### config.mk
export PLATFORM = sky130hd
export DESIGN_NAME = time_keeper
export DESIGN_NICKNAME = d
export VERILOG_FILES = /design/src/rtl/time_keeper.sv
export SDC_FILE = /design/constraint.sdc
export NUM_CORES = 1
export LEC_CHECK = 0
export BUFFER_PORTS_ARGS = -buffer_cell sky130_fd_sc_hd__buf_2
export CORE_AREA = 2 2 62 70
export CTS_BUF_LIST = sky130_fd_sc_hd__clkbuf_16
export CTS_CLUSTER_SIZE = 25
export DETAILED_ROUTE_END_ITERATION = 10
export DIE_AREA = 0 0 64 72
export PLACE_DENSITY = 0.76
export SLEW_MARGIN = 20
export SYNTH_ARGS = -nofsm -noshare
export SYNTH_HDL_FRONTEND = slang
export SYNTH_SLANG_ARGS = --single-unit
### constraint.sdc
create_clock -name clk -period 2.4 [get_ports clk]
set_clock_uncertainty 0.2 [all_clocks]
set_input_delay 0.36 -clock clk [delete_from_list [all_inputs] [get_ports clk]]
set_output_delay 0.36 -clock clk [all_outputs]
set_load 0.01 [all_outputs]
### src/rtl/time_keeper.sv
// 24-hour BCD time-of-day counter advanced by rising edges of the divided slow clock.
// The slow clock is synchronised as data; a validated load port sets the time.
module time_keeper #(
  parameter int SYNC_STAGES = 2
) (
  input  logic       clk,
  input  logic       rst_n,
  input  logic       slw_clk,
  input  logic       run,
  input  logic       set_load,
  input  logic [7:0] set_hh,
  input  logic [7:0] set_mm,
  input  logic [7:0] set_ss,
  output logic [7:0] hh,
  output logic [7:0] mm,
  output logic [7:0] ss,
  output logic       sec_pulse,
  output logic       min_pulse,
  output logic       day_wrap,
  output logic       set_err
);

  localparam int ARM_CYCLES = SYNC_STAGES + 1;
  localparam int ARM_W      = $clog2(ARM_CYCLES + 1);

  logic [SYNC_STAGES-1:0] sync_q;
  logic                   edge_q;
  logic [ARM_W-1:0]       arm_cnt;
  logic                   armed;
  logic                   rise;
  logic                   tick_q;

  logic [7:0] nxt_hh, nxt_mm, nxt_ss;
  logic       ss_wrap, mm_wrap, hh_wrap;
  logic       load_valid;

  assign armed = (arm_cnt == ARM_CYCLES[ARM_W-1:0]);
  assign rise  = sync_q[SYNC_STAGES-1] & ~edge_q;

  // Registering the detected edge keeps the tick off the synchroniser's output path.
  always_ff @(posedge clk or negedge rst_n) begin
    if (!rst_n) begin
      sync_q  <= '0;
      edge_q  <= 1'b0;
      arm_cnt <= '0;
      tick_q  <= 1'b0;
    end else begin
      sync_q <= {sync_q[SYNC_STAGES-2:0], slw_clk};
      edge_q <= sync_q[SYNC_STAGES-1];
      if (!armed)
        arm_cnt <= arm_cnt + 1'b1;
      tick_q <= rise & armed;
    end
  end

  always_comb begin
    nxt_hh  = hh;
    nxt_mm  = mm;
    nxt_ss  = ss;
    ss_wrap = 1'b0;
    mm_wrap = 1'b0;
    hh_wrap = 1'b0;

    if (ss[3:0] == 4'd9) begin
      nxt_ss[3:0] = 4'd0;
      if (ss[7:4] == 4'd5) begin
        nxt_ss[7:4] = 4'd0;
        ss_wrap     = 1'b1;
      end else begin
        nxt_ss[7:4] = ss[7:4] + 4'd1;
      end
    end else begin
      nxt_ss[3:0] = ss[3:0] + 4'd1;
    end

    if (ss_wrap) begin
      if (mm[3:0] == 4'd9) begin
        nxt_mm[3:0] = 4'd0;
        if (mm[7:4] == 4'd5) begin
          nxt_mm[7:4] = 4'd0;
          mm_wrap     = 1'b1;
        end else begin
          nxt_mm[7:4] = mm[7:4] + 4'd1;
        end
      end else begin
        nxt_mm[3:0] = mm[3:0] + 4'd1;
      end
    end

    if (mm_wrap) begin
      if (hh == 8'h23) begin
        nxt_hh  = 8'h00;
        hh_wrap = 1'b1;
      end else if (hh[3:0] == 4'd9) begin
        nxt_hh[3:0] = 4'd0;
        nxt_hh[7:4] = hh[7:4] + 4'd1;
      end else begin
        nxt_hh[3:0] = hh[3:0] + 4'd1;
      end
    end
  end

  always_comb begin
    load_valid = (set_ss[3:0] <= 4'd9) && (set_ss[7:4] <= 4'd5) &&
                 (set_mm[3:0] <= 4'd9) && (set_mm[7:4] <= 4'd5) &&
                 (set_hh[3:0] <= 4'd9) && (set_hh <= 8'h23);
  end

  // A load always takes priority over a coincident tick, which is dropped.
  always_ff @(posedge clk or negedge rst_n) begin
    if (!rst_n) begin
      hh        <= 8'h00;
      mm        <= 8'h00;
      ss        <= 8'h00;
      sec_pulse <= 1'b0;
      min_pulse <= 1'b0;
      day_wrap  <= 1'b0;
      set_err   <= 1'b0;
    end else begin
      sec_pulse <= 1'b0;
      min_pulse <= 1'b0;
      day_wrap  <= 1'b0;
      set_err   <= 1'b0;
      if (set_load) begin
        if (load_valid) begin
          hh <= set_hh;
          mm <= set_mm;
          ss <= set_ss;
        end else begin
          set_err <= 1'b1;
        end
      end else if (tick_q && run) begin
        hh        <= nxt_hh;
        mm        <= nxt_mm;
        ss        <= nxt_ss;
        sec_pulse <= 1'b1;
        min_pulse <= ss_wrap;
        day_wrap  <= hh_wrap;
      end
    end
  end

endmodule

Yosys cells after proc, flatten, opt, wreduce, memory -nomap -nowiden
Cells that the tools add are included.
- bits in read-only memories: 0
- memories: 0
- bits in latches: 0
- memory bits (writable): 0
- output and inout port bits: 28
- flip-flop bits (word level): 34
- mux-type cells: 35
- multiply operators: 0
- divide/modulo/power cells: 0
- reduce and logical (&&, ||, !) cells: 18
- shifts and indexed selects: 0
- bitwise operators: 3
- equal/unequal tests: 8
- order comparisons: 6
- $add $sub $neg: 7
- operators with widths (kind ; count):
    $mux W8 ; 12
    $mux W4 ; 8
    $add A4 B1 Y4 const B ; 6
    $mux W1 ; 15
    $eq A4 B4 Y1 const B ; 3
    $le A4 B4 Y1 const B ; 3
    $reduce_bool A2 Y1 ; 5
    $reduce_and A3 Y1 ; 3
    $eq A4 B3 Y1 const B ; 2
    $eq A8 B6 Y1 const B ; 1
    $le A4 B3 Y1 const B ; 2
    $le A8 B6 Y1 const B ; 1
    $reduce_and A4 Y1 ; 2
    $logic_and A1 B1 Y1 ; 6
    $reduce_bool A3 Y1 ; 1
    $add A2 B1 Y2 const B ; 1
    $and A1 B1 Y1 ; 2
    $eq A2 B2 Y1 const B ; 1
    $ne A2 B1 Y1 const B ; 1
    $reduce_and A2 Y1 ; 1
    $not A1 Y1 ; 1

Longest topological paths before layout
- depth in word-level cells: 8
- gate-level depth with buffers: 8
- depth with buffers taken out: 7

Worst setup path after synthesis
Ideal clock, no wire load.
- path kind: input to register
- start: input port set_hh[6]
- end: register hh[5]
- buffers on the path: 1
- slack: 0.152 ns
- data arrival time: 1.923 ns
- cell stages on the path: 6
- path through: or4_4 nand4b_4 o2bb2a_4 buf_6 nand2b_4 mux2_4
- cells in the longest elaborated chain, start to end: 4
- RTL lines (item ; RTL line ; text):
    from (decl) ; 11 ; input logic [7:0] set_hh,
    $le A8 B6 Y1 ; 106 ; (set_hh[3:0] <= 4'd9) && (set_hh <= 8'h23);
    $logic_and A1 B1 Y1 ; 106 ;
    $ne A2 B1 Y1 (no source line) ; - ;
    $reduce_and A4 Y1 (no source line) ; - ;
    to (signal assigned) ; 126 ; hh <= set_hh;
    to (signal assigned) ; 133 ; hh <= nxt_hh;
    to (decl) ; 14 ; output logic [7:0] hh,
Every way passes these cells.
A chain may end at the register's enable or synchronous reset.

Worst setup path in the final report
- start: register ss[2]
- end: register mm[7]
- cells in the longest elaborated chain, start to end: 4
- RTL lines (item ; RTL line ; text):
    from (decl) ; 16 ; output logic [7:0] ss,
    from (signal assigned) ; 128 ; ss <= set_ss;
    from (signal assigned) ; 135 ; ss <= nxt_ss;
    $eq A4 B4 Y1 ; 64 ; if (ss[3:0] == 4'd9) begin
    $mux W1 ; 64 ;
    $reduce_bool A2 Y1 (no source line) ; - ;
    $reduce_and A4 Y1 (no source line) ; - ;
    to (signal assigned) ; 127 ; mm <= set_mm;
    to (signal assigned) ; 134 ; mm <= nxt_mm;
    to (decl) ; 15 ; output logic [7:0] mm,
Every way passes these cells.

==> impl_metrics.env <==
export IMPL_endpoint_kind="flop"
export IMPL_vias=1805
export IMPL_dp_hpwl_um=3360
export IMPL_start_util_pct=50.81
export IMPL_post_cts_resized=0
export IMPL_synthTopCellsByArea="dfrtp_1 (43%), o21ai_0 (5.6%), a21oi_1 (3.8%)"
export IMPL_use_met2_pct=33.56
export IMPL_synth_top_area_share_pct=43.23
export IMPL_fin_crit_ns=2.263
export IMPL_syn_cell_area_mm2=0.001968
export IMPL_r2r_start="ss[2]$_DFFE_PN0P_"
export IMPL_busiest_layer="met2"
export IMPL_cap_violations=0
export IMPL_p_leak_nw=1.267
export IMPL_finalCritPeriodShare_pct=94.28
export IMPL_outcome="completed"
export IMPL_hold_ws_ns=0.1288
export IMPL_cts_path_max_buffers=2
export IMPL_die_area_mm2=0.004608
export IMPL_boundaryPins=57
export IMPL_drt_iter0_drc=114
export IMPL_hold_class="in -> reg"
export IMPL_cp_num_buf_inv=0
export IMPL_met1_usage_pct=29.48
export IMPL_worst_pin_slew_ns=0.7630
export IMPL_yosys_most_used_dff="dfrtp_1"
export IMPL_yosysTopAreaCell="dfrtp_1"
export IMPL_cts_hold_buf=2
export IMPL_met3_usage_pct=6.357
export IMPL_synth_cells=201
export IMPL_yosysUniqueCellTypes=52
export IMPL_synth_avg_cell_area_um2=9.792
export IMPL_cp_data_arrival_time_ns=2.22
export IMPL_cts_setup_buffers=0
export IMPL_async_reset_ff_share_pct=100.0
export IMPL_powerDensity_mw_per_mm2=676.7
export IMPL_htreeDepth=2
export IMPL_critical_path_max_fanout=7
export IMPL_io_buffers=56
export IMPL_startpoint="ss[2]$_DFFE_PN0P_"
export IMPL_design_area_mm2=0.002541
export IMPL_drt_pass1_iterations=4
export IMPL_synth_edf_count=0
export IMPL_crit_family="simple AND/OR/NAND/NOR gates"
export IMPL_synth_xor_area_share_pct=2.225
export IMPL_synth_top_family_by_area="compound AO/OA/AOI/OAI gates"
export IMPL_clock_sinks=34
export IMPL_criticalPathCategory="reg -> reg"
export IMPL_ctsRootBufferMaster="clkbuf_16"
export IMPL_die_w_um=64
export IMPL_grt_max_degree=36
export IMPL_gp_congestion=0.8251
export IMPL_tns_ns=0
export IMPL_cp_start_kind="flop"
export IMPL_postRouteAntennaNets=0
export IMPL_antenna_found_initial=0
export IMPL_drive_above_1_share_pct=34.43
export IMPL_wl_per_cell_um=14.51
export IMPL_routed_wl_um=4715
export IMPL_peakVddDrop_uv=293.8
export IMPL_crit_required_ns=2.35
export IMPL_synth_compound_area_share_pct=22.63
export IMPL_pre_cts_ws_ns=0.06758
export IMPL_min_from="set_mm[4]"
export IMPL_core_area_mm2=0.003874
export IMPL_max_slew_margin_pct=49.13
export IMPL_drv_slew=0
export IMPL_rsz0062_at_grt="no"
export IMPL_critPathMaxStageDelay_ns=0.49
export IMPL_vias_per_cell=5.554
export IMPL_cts_tree="yes"
export IMPL_grt_pass1_wl_um=7900
export IMPL_yosysSeqAreaShare_pct=43.23
export IMPL_fin_ws_ns=0.1372
export IMPL_area_delta_synth_final_pct=29.12
export IMPL_cts_buffers=5
export IMPL_fmax_mhz=441.9
export IMPL_drc=0
export IMPL_worst_skew_pair_late_latency_ns=0.27
export IMPL_first_global_vias=1683
export IMPL_cp_slowest_cell="nor4bb_1"
export IMPL_clkTransAtPathRegs_ns=0.05
export IMPL_overflow=0
export IMPL_syn_nets=235
export IMPL_num_rows=24
export IMPL_final_hold_violation_count=0
export IMPL_setup_viol=0
export IMPL_synth_area_mux_share_pct=6.675
export IMPL_grt_util_all_layers_pct=21.75
export IMPL_synth_simple_gate_area_share_pct=18.56
export IMPL_synth_seq_cells=34
export IMPL_floorplan_die_height_um=72
export IMPL_diodes=0
export IMPL_nets=306
export IMPL_cp_cell_sequence="nor4bb_1 > nand3_1 > o21ai_4 > o21ai_0 > a221o_1"
export IMPL_synth_warnings=0
export IMPL_dpl_cell_area_mm2=0.002384
export IMPL_synthAdderAreaFrac_pct=3.179
## registers in the layout, indices dropped and copies added, names as in the netlist
signal / cells
mm: 8
min_pulse: 1
arm_cnt: 2
edge_q: 1
set_err: 1
hh: 8
day_wrap: 1
ss: 8
sec_pulse: 1
sync_q: 2
tick_q: 1
## synthesized netlist by cell type (all sizes together) (4+ instances only)
cell / count
o31ai: 4
a21oi: 15
nand3: 5
clkbuf: 7
inv: 6
nand2: 19
nor2b: 4
nor2: 10
o21ai: 23
dfrtp: 34
ha: 5
mux2: 8
## kinds of logic (layout without fill, tap and decap cells)
| kind of cell | after synthesis | after routing |
|---|---|---|
| simple gates | 63 | 63 |
| mux | 11 | 11 |
| xor+xnor | 5 | 5 |
| buf+inv | 16 | 88 |
| compound gates | 67 | 67 |
| fa+ha+maj | 5 | 5 |
| flops | 34 | 34 |
## worst register-to-register path, stage by stage (launching register included)
cell	delay, ns
dfrtp_1	0.44
nor4bb_1	0.49
nand3_1	0.31
o21ai_4	0.13
o21ai_0	0.17
a221o_1	0.39
## layout by cell type (no fill, tap or decap), drive strengths merged, types with 3 or more instances in the layout
master,netlist,routed
nor2,10,10
mux2,8,8
xnor2,3,3
nor4bb,3,3
or2,3,3
clkbuf,7,5
nand2b,3,3
buf,2,71
o31ai,4,4
ha,5,5
clkinv,1,3
inv,6,7
a21oi,15,15
a31oi,3,3
a22oi,3,3
o21ai,23,23
nand3,5,5
nor2b,4,4
nor3,3,3
nand2,19,19
mux2i,3,3
dfrtp,34,34
## power by group
part           internal, mW  switching (mW)
registers             0.636          0.0729
clock network         0.375           0.227
logic                 0.193           0.216
total                  1.20           0.516
## area by class of cell
cell class,instances,area (µm²)
inverters,7,26.28
clock buffers,5,125.1
flip-flops and latches,34,850.8
repair buffers,73,412.9
multi-input cells,151,1049
well taps,52,65.06
clock inverters,3,12.51
fillers,329,1333
## through the flow
step           cells  util (%)  power (mW)
5_1_grt          325     65.60       1.818
2_1_floorplan    201         -      0.9339
3_3_place_gp     315     61.53       1.113
4_1_cts          325     65.60       1.741
6_report         325     65.60       1.720
3_5_place_dp     315     61.53       1.123
## routing by layer
layer  share of wire [%]  up-vias
li1                    -      886
met4                0.68        0
met1                  45      868
met5                   0        -
met2                  50       47
met3                 4.4        4
## path summary, 6_finish.rpt
path	to	slack (ns)	cells after the start
worst max-delay path	mm[7]$_DFFE_PN0P_	0.14	5
worst min-delay path	mm[4]$_DFFE_PN0P_	0.13	3
worst max register to register	mm[7]$_DFFE_PN0P_	0.14	5
worst min register to register	sync_q[1]$_DFF_PN0_	0.15	0
max in group asynchronous	tick_q$_DFF_PN0_	1.02	2
min in group asynchronous	sec_pulse$_DFF_PN0_	0.49	2
(Power assumes the default switching activity.)
